==> config.mk <==
export PLATFORM = sky130hd
export DESIGN_NAME = fifo_unpacker
export DESIGN_NICKNAME = d
export VERILOG_FILES = /design/src/rtl/fifo_unpacker.sv
export SDC_FILE = /design/constraint.sdc
export NUM_CORES = 1
export LEC_CHECK = 0
export ABC_CLOCK_PERIOD_IN_PS = 2700
export CORE_MARGIN = 3
export CORE_UTILIZATION = 40
export DETAILED_ROUTE_END_ITERATION = 16
export MAX_ROUTING_LAYER = met4
export PLACE_DENSITY = 0.78
export REMOVE_ABC_BUFFERS = 1
export SKIP_LAST_GASP = 1
export SYNTH_ARGS = -nofsm -noshare
export SYNTH_HDL_FRONTEND = slang
export SYNTH_SLANG_ARGS = --single-unit
export TNS_END_PERCENT = 50
==> constraint.sdc <==
create_clock -name clk -period 2.7 [get_ports clk]
set_input_delay 0.27 -clock clk [delete_from_list [all_inputs] [get_ports clk]]
set_output_delay 0.27 -clock clk [all_outputs]
set_load 0.1 [all_outputs]
==> src/rtl/fifo_unpacker.sv <==
// Drains WIDTH-bit words from a synchronous FIFO and serialises each into RATIO
// OUT_WIDTH-bit beats on a valid/ready stream. Define UNPACK_MSB_FIRST_EN for MSB-first beat order.
module fifo_unpacker #(
    parameter int WIDTH     = 256,
    parameter int OUT_WIDTH = 32,
    parameter int CNT_WIDTH = 16
) (
    input  logic                 clk,
    input  logic                 rst,
    input  logic                 fifo_empty,
    input  logic [WIDTH-1:0]     fifo_rd_data,
    output logic                 fifo_rd,
    output logic                 out_valid,
    input  logic                 out_ready,
    output logic [OUT_WIDTH-1:0] out_data,
    output logic                 out_last,
    output logic                 busy,
    output logic [CNT_WIDTH-1:0] words_done
);
    localparam int RATIO = WIDTH / OUT_WIDTH;
    localparam int BLG2  = $clog2(RATIO);

    typedef enum logic {
        ST_IDLE = 1'b0,
        ST_SEND = 1'b1
    } state_t;

    state_t               st_q, st_d;
    logic [BLG2-1:0]      beat_q, beat_d;
    logic [WIDTH-1:0]     hold_q, hold_d;
    logic [CNT_WIDTH-1:0] words_done_q, words_done_d;

    logic                 xfer;
    logic                 last_beat;
    logic                 last_xfer;
    logic                 pop;
    logic [OUT_WIDTH-1:0] beat_slice [RATIO];

    // Pre-slice the held word so the output mux is a plain index by beat.
    for (genvar gi = 0; gi < RATIO; gi++) begin : g_slice
`ifdef UNPACK_MSB_FIRST_EN
        assign beat_slice[gi] = hold_q[(RATIO-1-gi)*OUT_WIDTH +: OUT_WIDTH];
`else
        assign beat_slice[gi] = hold_q[gi*OUT_WIDTH +: OUT_WIDTH];
`endif
    end

    assign last_beat = (beat_q == BLG2'(RATIO - 1));

    always_comb begin
        xfer         = (st_q == ST_SEND) & out_ready;
        last_xfer    = xfer & last_beat;
        pop          = rst & ~fifo_empty & ((st_q == ST_IDLE) | last_xfer);
        st_d         = st_q;
        beat_d       = beat_q;
        hold_d       = hold_q;
        words_done_d = words_done_q;
        if (last_xfer) begin
            words_done_d = words_done_q + 1'b1;
        end
        // A pop reloads the hold register; on the last beat this chains words without a bubble.
        if (pop) begin
            hold_d = fifo_rd_data;
            beat_d = '0;
            st_d   = ST_SEND;
        end else if (last_xfer) begin
            beat_d = '0;
            st_d   = ST_IDLE;
        end else if (xfer) begin
            beat_d = beat_q + 1'b1;
        end
    end

    always_ff @(posedge clk or negedge rst) begin
        if (!rst) begin
            st_q         <= ST_IDLE;
            beat_q       <= '0;
            hold_q       <= '0;
            words_done_q <= '0;
        end else begin
            st_q         <= st_d;
            beat_q       <= beat_d;
            hold_q       <= hold_d;
            words_done_q <= words_done_d;
        end
    end

    assign fifo_rd    = pop;
    assign out_valid  = (st_q == ST_SEND);
    assign out_data   = beat_slice[beat_q];
    assign out_last   = (st_q == ST_SEND) & last_beat;
    assign busy       = (st_q == ST_SEND) | ~fifo_empty;
    assign words_done = words_done_q;
endmodule

Yosys cells after proc, flatten, opt, wreduce, memory -nomap -nowiden
Cells that the tools add are included.
{"block": "word_totals", "register_bits": 276, "inputBits": 260, "output_inout_bits": 52, "elab_cells": 28}
{"block": "classes", "n_addsub": 2, "magnitude_cmp": 1, "n_eq_ne": 1, "n_mux": 8, "bitwise_logic": 10, "n_reduce_logical": 2}
{"cell": "$bmux W32 S3", "n": 1}
{"cell": "$mux W32", "n": 2}
{"cell": "$add A16 B1 Y16 const B", "n": 1}
{"cell": "$mux W3", "n": 3}
{"cell": "$and A1 B1 Y1", "n": 5}
{"cell": "$ge A4 B4 Y1 const B", "n": 1}
{"cell": "$not A3 Y4", "n": 1}
{"cell": "$add A3 B1 Y3 const B", "n": 1}
{"cell": "$eq A3 B3 Y1 const B", "n": 1}
{"cell": "$reduce_bool A3 Y1", "n": 1}
{"cell": "$mux W1", "n": 2}
{"cell": "$not A1 Y1", "n": 2}
{"cell": "$or A1 B1 Y1", "n": 2}
{"cell": "$reduce_bool A2 Y1", "n": 1}

Logic depth before layout (Yosys ltp)
Gate-level depths: netlist (run 1).
{"block": "logic_depth", "ltp_word": 5, "ltp_mapped": 7, "mapped_depth_nobuf": 6}

Least setup slack after synthesis (run 1)
Ideal clock, no wire load.
{"block": "synth_timing", "path_type": "register -> register", "startpoint": "register st_q (netlist: out_valid)", "endpoint": "register words_done_q[11] (netlist: words_done[11])", "setup_ps": 158, "arrival_ps": 2033, "required_ps": 2542, "path_slack_ps": 509, "stages_incl_launch_ff": 5, "path_buffers": 0, "synth_period_minus_slack_ps": 2191, "cell_sequence": "dfrtp_1 -> nand3_1 -> nor3_2 -> nand4_1 -> xnor2_1"}
{"block": "synth_between", "elab_chain_len": 2}
{"element": "start: declaration", "line_no": "28", "rtl": "state_t st_q, st_d;"}
{"element": "start signal: assignment", "line_no": "81", "rtl": "st_q <= st_d;"}
{"element": "$and A1 B1 Y1", "line_no": "51", "rtl": "xfer = (st_q == ST_SEND) & out_ready;"}
{"element": "$and A1 B1 Y1", "line_no": "52", "rtl": "last_xfer = xfer & last_beat;"}
{"element": "end signal: assignment", "line_no": "84", "rtl": "words_done_q <= words_done_d;"}
{"element": "end: declaration", "line_no": "31", "rtl": "logic [CNT_WIDTH-1:0] words_done_q, words_done_d;"}
No other way between the ends.
A chain may end at the register's enable or synchronous reset.

Worst setup path after layout (run 1)
{"block": "layout_timing", "startpoint": "register beat_q[0]", "endpoint": "output out_data[11]"}
{"block": "layout_between", "elab_chain_len": 4}
{"element": "start: declaration", "line_no": "29", "rtl": "logic [BLG2-1:0] beat_q, beat_d;"}
{"element": "start signal: assignment", "line_no": "82", "rtl": "beat_q <= beat_d;"}
{"element": "$not A3 Y4 (not written as such)", "line_no": "90", "rtl": "assign out_data = beat_slice[beat_q];"}
{"element": "$bmux W32 S3", "line_no": "90"}
{"element": "$mux W32 (not written as such) (2 in series)", "line_no": "90"}
{"element": "end: declaration", "line_no": "15", "rtl": "output logic [OUT_WIDTH-1:0] out_data,"}
No other way between the ends. The select of a mux whose other input is x is not followed.

==> impl_summary.txt, run 1 <==
----------------------------------------------------
[Status]
  Result of the run ... finished clean

[Finish]
  Final design instance area without fill ... 17200 um2
  Area growth from synthesis to layout ... 39.0%
  Proportion of layout cells with a drive suffix above 1 ... 25.7%
  Total Nets Final ... 1314
  Post-layout util ... 57.1%

[Setup path]
  Worst Setup SP ... beat_q[0]
  Critical R2R Capture ... hold_q[239]
  Number of cells on the worst reg-to-reg path ... 6
  Crit path max fanout ... 25
  Cell Chain, Critical Path ... bufbuf_16, mux4_2, mux2_2, buf_12
  Worst Setup Start Kind ... flop
  Worst EP arrival ... 2.42 ns
  R2R Setup Slk ... 0.54 ns
  Highest-delay cell along the critical path ... sky130_fd_sc_hd__mux4_2
  Capturing instance or port of the critical path ... out_data[11]
  Worst setup path class ... flop to output port
  Critical register-to-register path startpoint ... beat_q[0]
  Type of element capturing the critical path ... output port
  Crit path required time ... 2.43 ns
  Max stage delay on crit path ... 0.53 ns

[Logic synthesis]
  Distinct cells, synth ... 26
  Gate count after technology mapping ... 733
  Yosys reg bits ... 276
  Avg Inst Size Synth ... 16.8 um2
  Share of synthesized area occupied by flip-flops and latches ... 56.0%
  Area share of the largest cell type after synthesis ... 56.0%
  Top-count cell post-synth ... sky130_fd_sc_hd__dfrtp_1
  Leading post-synthesis cells by instance count ... sky130_fd_sc_hd__dfrtp_1 (276), sky130_fd_sc_hd__mux2_1 (196), sky130_fd_sc_hd__mux2_2 (93)
  Largest cells by area after synthesis ... sky130_fd_sc_hd__dfrtp_1 (56%), sky130_fd_sc_hd__mux2_1 (18%), sky130_fd_sc_hd__mux4_2 (12%)
  Number of flops mapped to enable cells by yosys ... 0
  Most instantiated flip-flop cell in the synthesis netlist ... sky130_fd_sc_hd__dfrtp_1
  Netlist area before placement ... 12300 um2
  Biggest area consumer among synthesized cells ... sky130_fd_sc_hd__dfrtp_1
  Share of synthesized flip-flops with an asynchronous set or reset ... 100%
  Number of warnings reported in the yosys synthesis log ... 0

[GRT]
  Global routing usage on met1 ... 23.2%
  Antenna violations before repair ... 2
  GRT busiest layer ... met2
  Maximum number of pins on one net before global-route repair ... 140
  Wire length of the first global-routing pass ... 46300 um
  Met3 track demand over resource ... 4.05%
  GR Util met2 ... 29.8%
  Grt total ovfl ... 0
  Total GRT Usage ... 18.1%
  Vias in the first global route ... 8393

[Detailed routing]
  Drt first pass iters ... 4
  Total number of vias ... 7431
  Antenna Nets Post-Route ... 0
  Remaining routing DRC violations ... 0
  Final wirelength ... 29100 um
  Average via count per standard cell ... 5.08
  Starting DRT DRC Count ... 224
  Post-detailed-route wirelength per cell ... 19.9 um

[Power and ir drop]
  Max IR drop VDD ... 0.00134 V
  Share of power burned in combinational logic ... 53.2%
  Clk network pwr share ... 16.8%
  Sw Ratio ... 39.7%
  Int Power ... 14000 uW
  Fraction of power consumed by sequential logic ... 30.1%
  Static Leakage ... 0.00724 uW
  Power density relative to cell area ... 1350 nW/um2
  Reported net switching power ... 9180 uW

[Clock network]
  Clock Path Buffers ... 3
  CTS sink count ... 276
  Clock-pin slew on the worst setup and hold paths ... 0.06 ns
  Clock root buffer master ... sky130_fd_sc_hd__clkbuf_16
  Total CTS buffers ... 30
  # Post-CTS Setup Buffers ... 0
  H-tree Lvls ... 1
  Clock tree from TritonCTS ... yes
  Clock latency of the later-clocked register in the worst-skew pair ... 0.54 ns

[Die]
  Area inside the core boundary ... 30000 um2
  Number of top-level design ports ... 312
  Count of standard-cell rows ... 63
  Initial Utilization ... 41.1%
  Chip Height ... 182 um
  Die outline area ... 33000 um2
  Die span in x ... 182 um

[Timing]
  Final worst path period share ... 99.5%
  Max Slew Vio Count ... 0
  Peak clock frequency supported by timing ... 0.372 GHz
  Final critical delay including setup and external delays ... 2.69 ns
  Headroom to the max-slew limit ... 46.4%
  Final Hold Violating Endpoints ... 0
  Transition time at the pin with the least slew margin ... 0.804 ns
  Setup skew after layout ... 0.00974 ns
  Setup violation total in the final timing report ... 0
  RSZ-0062 raised after global routing ... true

[Hold path]
  Worst min-delay path category ... input port to flop

[Place]
  Port Buffers ... 311
  Area after DPL ... 16100 um2
  HPWL reported at the end of detailed placement ... 20000 um
  Weighted congestion reported at the end of routability-driven placement ... 0.773

[Job]
  Maxcap violations ... 0

----------------------------------------------------
==> cells in the final DEF, fill, tap and decap left out, types with 2 or more instances in the layout <==
master / count
sky130_fd_sc_hd__xnor2_1: 12
sky130_fd_sc_hd__buf_12: 41
sky130_fd_sc_hd__o32ai_1: 2
sky130_fd_sc_hd__clkinv_2: 2
sky130_fd_sc_hd__inv_1: 3
sky130_fd_sc_hd__xor2_1: 3
sky130_fd_sc_hd__mux2_2: 93
sky130_fd_sc_hd__nor2_1: 3
sky130_fd_sc_hd__and2_1: 2
sky130_fd_sc_hd__dfrtp_4: 2
sky130_fd_sc_hd__diode_2: 2
sky130_fd_sc_hd__and4_1: 2
sky130_fd_sc_hd__nand3_1: 5
sky130_fd_sc_hd__mux4_2: 64
sky130_fd_sc_hd__buf_4: 27
sky130_fd_sc_hd__clkbuf_8: 4
sky130_fd_sc_hd__dfrtp_1: 273
sky130_fd_sc_hd__clkbuf_1: 13
sky130_fd_sc_hd__clkbuf_16: 32
sky130_fd_sc_hd__ha_1: 3
sky130_fd_sc_hd__mux2_1: 196
sky130_fd_sc_hd__nand4_1: 4
sky130_fd_sc_hd__nand2_1: 11
sky130_fd_sc_hd__clkdlybuf4s50_1: 258
sky130_fd_sc_hd__nor3_2: 2
sky130_fd_sc_hd__nand2b_1: 2
==> power groups by stage <==
stage	sequential [uW]	combinational (uW)	clock (uW)
3_5_place_dp	7050	12300	0
5_1_grt	7230	12800	4180
4_1_cts	6990	12500	4010
6_report	6970	12300	3880
2_1_floorplan	7150	8040	0
3_3_place_gp	6960	12100	0
==> area by class of cell <==
type / count / area, um2
multi-input combinational: 408 / 5080
fill: 2349 / 12900
timing repair buffer: 332 / 3730
inverter: 3 / 11.3
sequential: 276 / 6920
tap: 390 / 488
clock buffer: 48 / 880
clock inverter: 4 / 47.5
antenna: 2 / 5.00
==> how the worst min path moves through the flow <==
stage                                  from            end  slack [ns]  cells past startpoint
after global placement                  rst  words_done[7]        0.46                      2
after detailed placement                rst  words_done[5]        0.47                      2
final                      fifo_rd_data[87]     hold_q[87]        0.32                      2
after CTS                  fifo_rd_data[46]     hold_q[46]        0.29                      2
after floorplan                         rst      beat_q[0]       -0.03                      0
after global routing      fifo_rd_data[192]    hold_q[192]        0.30                      2
==> metrics by stage <==
| step | power [uW] | hold slack (ns) | setup slack, ns | setup TNS (ns) | instances |
|---|---|---|---|---|---|
| after CTS | 23500 | 0.289 | -0.0623 | -1.03 | 1460 |
| final | 23200 | 0.320 | 0.0143 | 0 | 1463 |
| after global placement | 19100 | 0.456 | 0.492 | 0 | 1406 |
| after floorplan | 15200 | -0.0256 | -6.16 | -1621.94 | 687 |
| after detailed placement | 19400 | 0.466 | 0.461 | 0 | 1406 |
| after global routing | 24300 | 0.303 | -0.0969 | -1.83 | 1463 |
==> sequential cells by signal, summed over array words and instances (netlist names) <==
name and count:
words_done 16, hold_q 256, out_valid 1, beat_q 3
==> logic make-up after synthesis <==
family                   count (synthesis)  synth area share (%)
AND/OR/NAND/NOR                         33                  1.43
flip-flops                             276                  56.0
multiplexers                           353                  38.1
AO/OA/AOI/OAI                            4                 0.314
XOR/XNOR                                15                  1.06
buffers and inverters                   49                  2.86
adder cells (fa/ha/maj)                  3                 0.304
==> critical path, delay by kind of cell, from the launching register on <==
family                 cells  cell delay, ns
flip-flops                 1            0.46
buffers and inverters      2            0.56
multiplexers               2            0.84
==> timing repair <==
action / 4_1_cts / 5_1_grt
endpoints found under the setup margin: 32 / 26
pin swaps: 0 / 1
gates cloned: 1 / 1
gates resized for setup: 2 / 0
hold buffers: 1 / 0
hold endpoints to repair: 276 / 0
==> routing by layer <==
metal | vias to the layer above | wire length [um]
li1 | 3371 | -
met1 | 3814 | 12200
met2 | 208 | 14400
met3 | 38 | 2030
met4 | 0 | 514
met5 | - | 0
Power figures use the tool's default switching activity.
==> run 2, diff against run 1 <==
- ABC_CLOCK_PERIOD_IN_PS: 2700 -> 2300
- PLACE_DENSITY: 0.78 -> 0.81
- SLEW_MARGIN: unset -> 0
- clock period: 2.7 -> 2.3 ns (I/O delays scaled with it)
==> run 2 against run 1 <==
Effect of this change: the run now ends with negative setup slack left; register-to-register slack worse by 0.35 ns; sequential share of layout area is 0.74 points lower; sequential power is 18% higher; worst hold slack worse by 0.035 ns; via count is 1.4% higher; global-route usage is 0.073 points lower; flip-flop and latch count stayed put; count of clock-buffer cells in the layout is 4 lower; first-iteration DRC count is 50% higher; die area stayed put; clock power is 26% higher; critical path type unchanged; critical endpoint is now out_data[8]; largest cell class unchanged; largest power group unchanged.
==> impl_summary.txt, run 2 (synthesized netlist as in run 1, its figures left out) <==
----------------------------------------------------
[Status]
  Result of the run ... finished with violations
  Failing checks ... negative setup slack

[Timing]
  Headroom to the max-slew limit ... 36.8%
  Max Slew Vio Count ... 0
  Final Hold Violating Endpoints ... 0
  Final setup margin ... -0.271 ns
  Peak clock frequency supported by timing ... 0.389 GHz
  RSZ-0062 raised after global routing ... true
  Final worst path period share ... 112%
  Transition time at the pin with the least slew margin ... 0.948 ns
  Setup skew after layout ... 0.00942 ns
  Final critical delay including setup and external delays ... 2.57 ns
  Setup violation total in the final timing report ... 33
  Sum Neg Setup Slack ... -7.93 ns

[Finish]
  Number of fillers in the final layout ... 2317
  Area growth from synthesis to layout ... 41.6%
  Commonest non-fill, non-tap cell in the layout ... sky130_fd_sc_hd__dfrtp_1
  Total Nets Final ... 1332
  Proportion of layout cells with a drive suffix above 1 ... 27.9%
  Top library cells by usage in the layout, fill and taps aside ... sky130_fd_sc_hd__dfrtp_1 (273), sky130_fd_sc_hd__clkdlybuf4s50_1 (258), sky130_fd_sc_hd__mux2_1 (196), sky130_fd_sc_hd__mux2_2 (93), sky130_fd_sc_hd__mux4_2 (64)
  Final design instance area without fill ... 17500 um2
  Flip-flop count of the largest register after layout ... 256
  Largest Register ... hold_q
  Post-layout util ... 58.2%

[GRT]
  Total GRT Usage ... 18.0%
  Vias in the first global route ... 8553
  Wire length of the first global-routing pass ... 46400 um
  Maximum number of pins on one net before global-route repair ... 155
  Grt total ovfl ... 0
  Antenna violations before repair ... 1

[Place]
  Port Buffers ... 311
  HPWL reported at the end of detailed placement ... 20500 um
  Worst setup slack before clock tree synthesis ... 0.202 ns
  Area after DPL ... 16300 um2
  Weighted congestion reported at the end of routability-driven placement ... 0.789

[Setup path]
  Count of buffering cells on the critical path with inverters included ... 3
  Total stage count of the critical path ... 5
  Crit path max fanout ... 10
  Worst Setup SP ... beat_q[0]
  Max stage delay on crit path ... 0.50 ns
  Cell Chain, Critical Path ... buf_12, buf_4, mux4_2, mux2_2, buf_12
  Type of element capturing the critical path ... output port
  Worst setup path class ... flop to output port
  Dominant delay contributor by cell family on the critical path ... multiplexers
  Worst Setup Start Kind ... flop
  Cell type with the highest occurrence count on the critical path ... sky130_fd_sc_hd__buf_12
  Worst EP arrival ... 2.34 ns
  Critical register-to-register path startpoint ... beat_q[0]
  Crit path required time ... 2.07 ns
  Highest-delay cell along the critical path ... sky130_fd_sc_hd__mux4_2
  Critical R2R Capture ... hold_q[2]
  R2R Setup Slk ... 0.19 ns
  Number of cells on the worst reg-to-reg path ... 7

[Clock network]
  CTS sink count ... 276
  Clock root buffer master ... sky130_fd_sc_hd__clkbuf_16
  Clock-pin slew on the worst setup and hold paths ... 0.06 ns
  H-tree Lvls ... 1
  Total CTS buffers ... 31
  Clock tree from TritonCTS ... yes
  Clock Path Buffers ... 3
  Clock latency of the later-clocked register in the worst-skew pair ... 0.54 ns

[Power and ir drop]
  Share of power burned in combinational logic ... 52.8%
  Max IR drop VDD ... 0.00153 V
  Static Leakage ... 0.00741 uW
  Clk network pwr share ... 17.6%
  Post-route total power ... 27800 uW
  Sw Ratio ... 39.4%
  Fraction of power consumed by sequential logic ... 29.6%
  Reported net switching power ... 11000 uW
  Power density relative to cell area ... 1590 nW/um2
  Int Power ... 16900 uW

[Die]
  Die span in x ... 182 um
  Initial Utilization ... 41.1%
  Area inside the core boundary ... 30000 um2
  Chip Height ... 182 um
  Die outline area ... 33000 um2
  Number of top-level design ports ... 312
  Count of standard-cell rows ... 63

[Detailed routing]
  Post-detailed-route wirelength per cell ... 19.8 um
  Antenna Nets Post-Route ... 0
  Total number of vias ... 7536
  Drt first pass iters ... 4
  Starting DRT DRC Count ... 335
  Final wirelength ... 29400 um
  Remaining routing DRC violations ... 0
  Average via count per standard cell ... 5.08

[Hold path]
  Worst min-delay path category ... input port to flop
  Depth of the worst hold-timing path ... 2
  Hold path endpoint ... hold_q[180]
  Hold Startpoint ... fifo_rd_data[180]

[Job]
  Maxcap violations ... 0

----------------------------------------------------
==> run 2: cell types whose count changed in the layout (fill, tap and decap cells not counted), sizes merged, moves of 2 or more <==
| cell | before | now |
|---|---|---|
| buf | 71 | 89 |
| clkbuf | 49 | 45 |
| clkinv | 2 | 8 |
| clkinvlp | 1 | 3 |
==> run 2: metal layers <==
metal  vias up  routed length, um  GRT usage (%)
met1      3879              12100           22.4
met2       212              14700           30.3
li1       3406                  -              -
met5         -                  0              -
met3        39               2010           4.55
met4         0                565           3.47
==> run 2: per-stage QoR <==
stage	hold WS [ns]	cells
after global placement	0.411	1416
after global routing	0.262	1484
final	0.285	1484
after detailed placement	0.415	1416
after floorplan	-0.0656	687
after CTS	0.246	1479
==> run 2: worst max path at each step <==
stage	end	slack [ns]
3_3_place_gp	out_data[19]	0.21
3_5_place_dp	out_data[9]	0.20
6_report	out_data[8]	-0.27
4_1_cts	out_data[3]	-0.31
5_1_grt	out_data[8]	-0.36
2_1_floorplan	hold_q[0]	-6.56
==> run 2: final cells by class <==
cell class / instances / area [um2] / share of cell area [%]
timing repair buffer: 349 / 3950 / 22.6
sequential: 276 / 6920 / 39.6
inverter: 3 / 11.3 / 0.0644
clock buffer: 44 / 905 / 5.18
antenna: 1 / 2.50 / 0.0143
clock inverter: 13 / 130 / 0.745
multi-input combinational: 408 / 5080 / 29.1
tap: 390 / 488 / 2.79
==> run 2: what timing repair did <==
item / 4_1_cts / 5_1_grt
hold buffers: 1 / 0
endpoints found under the setup margin: 33 / 34
hold endpoints to repair: 276 / 0
setup buffers: 4 / 3
cloned: 1 / 1
gates resized for setup: 1 / 3
==> run 2: power by group through the flow <==
stage	clock network [uW]	logic (uW)	registers, uW
after floorplan	0	9430	8390
after global placement	0	14400	8200
after detailed placement	0	14600	8310
after CTS	5070	14800	8260
after global routing	5260	15400	8520
final	4900	14700	8240
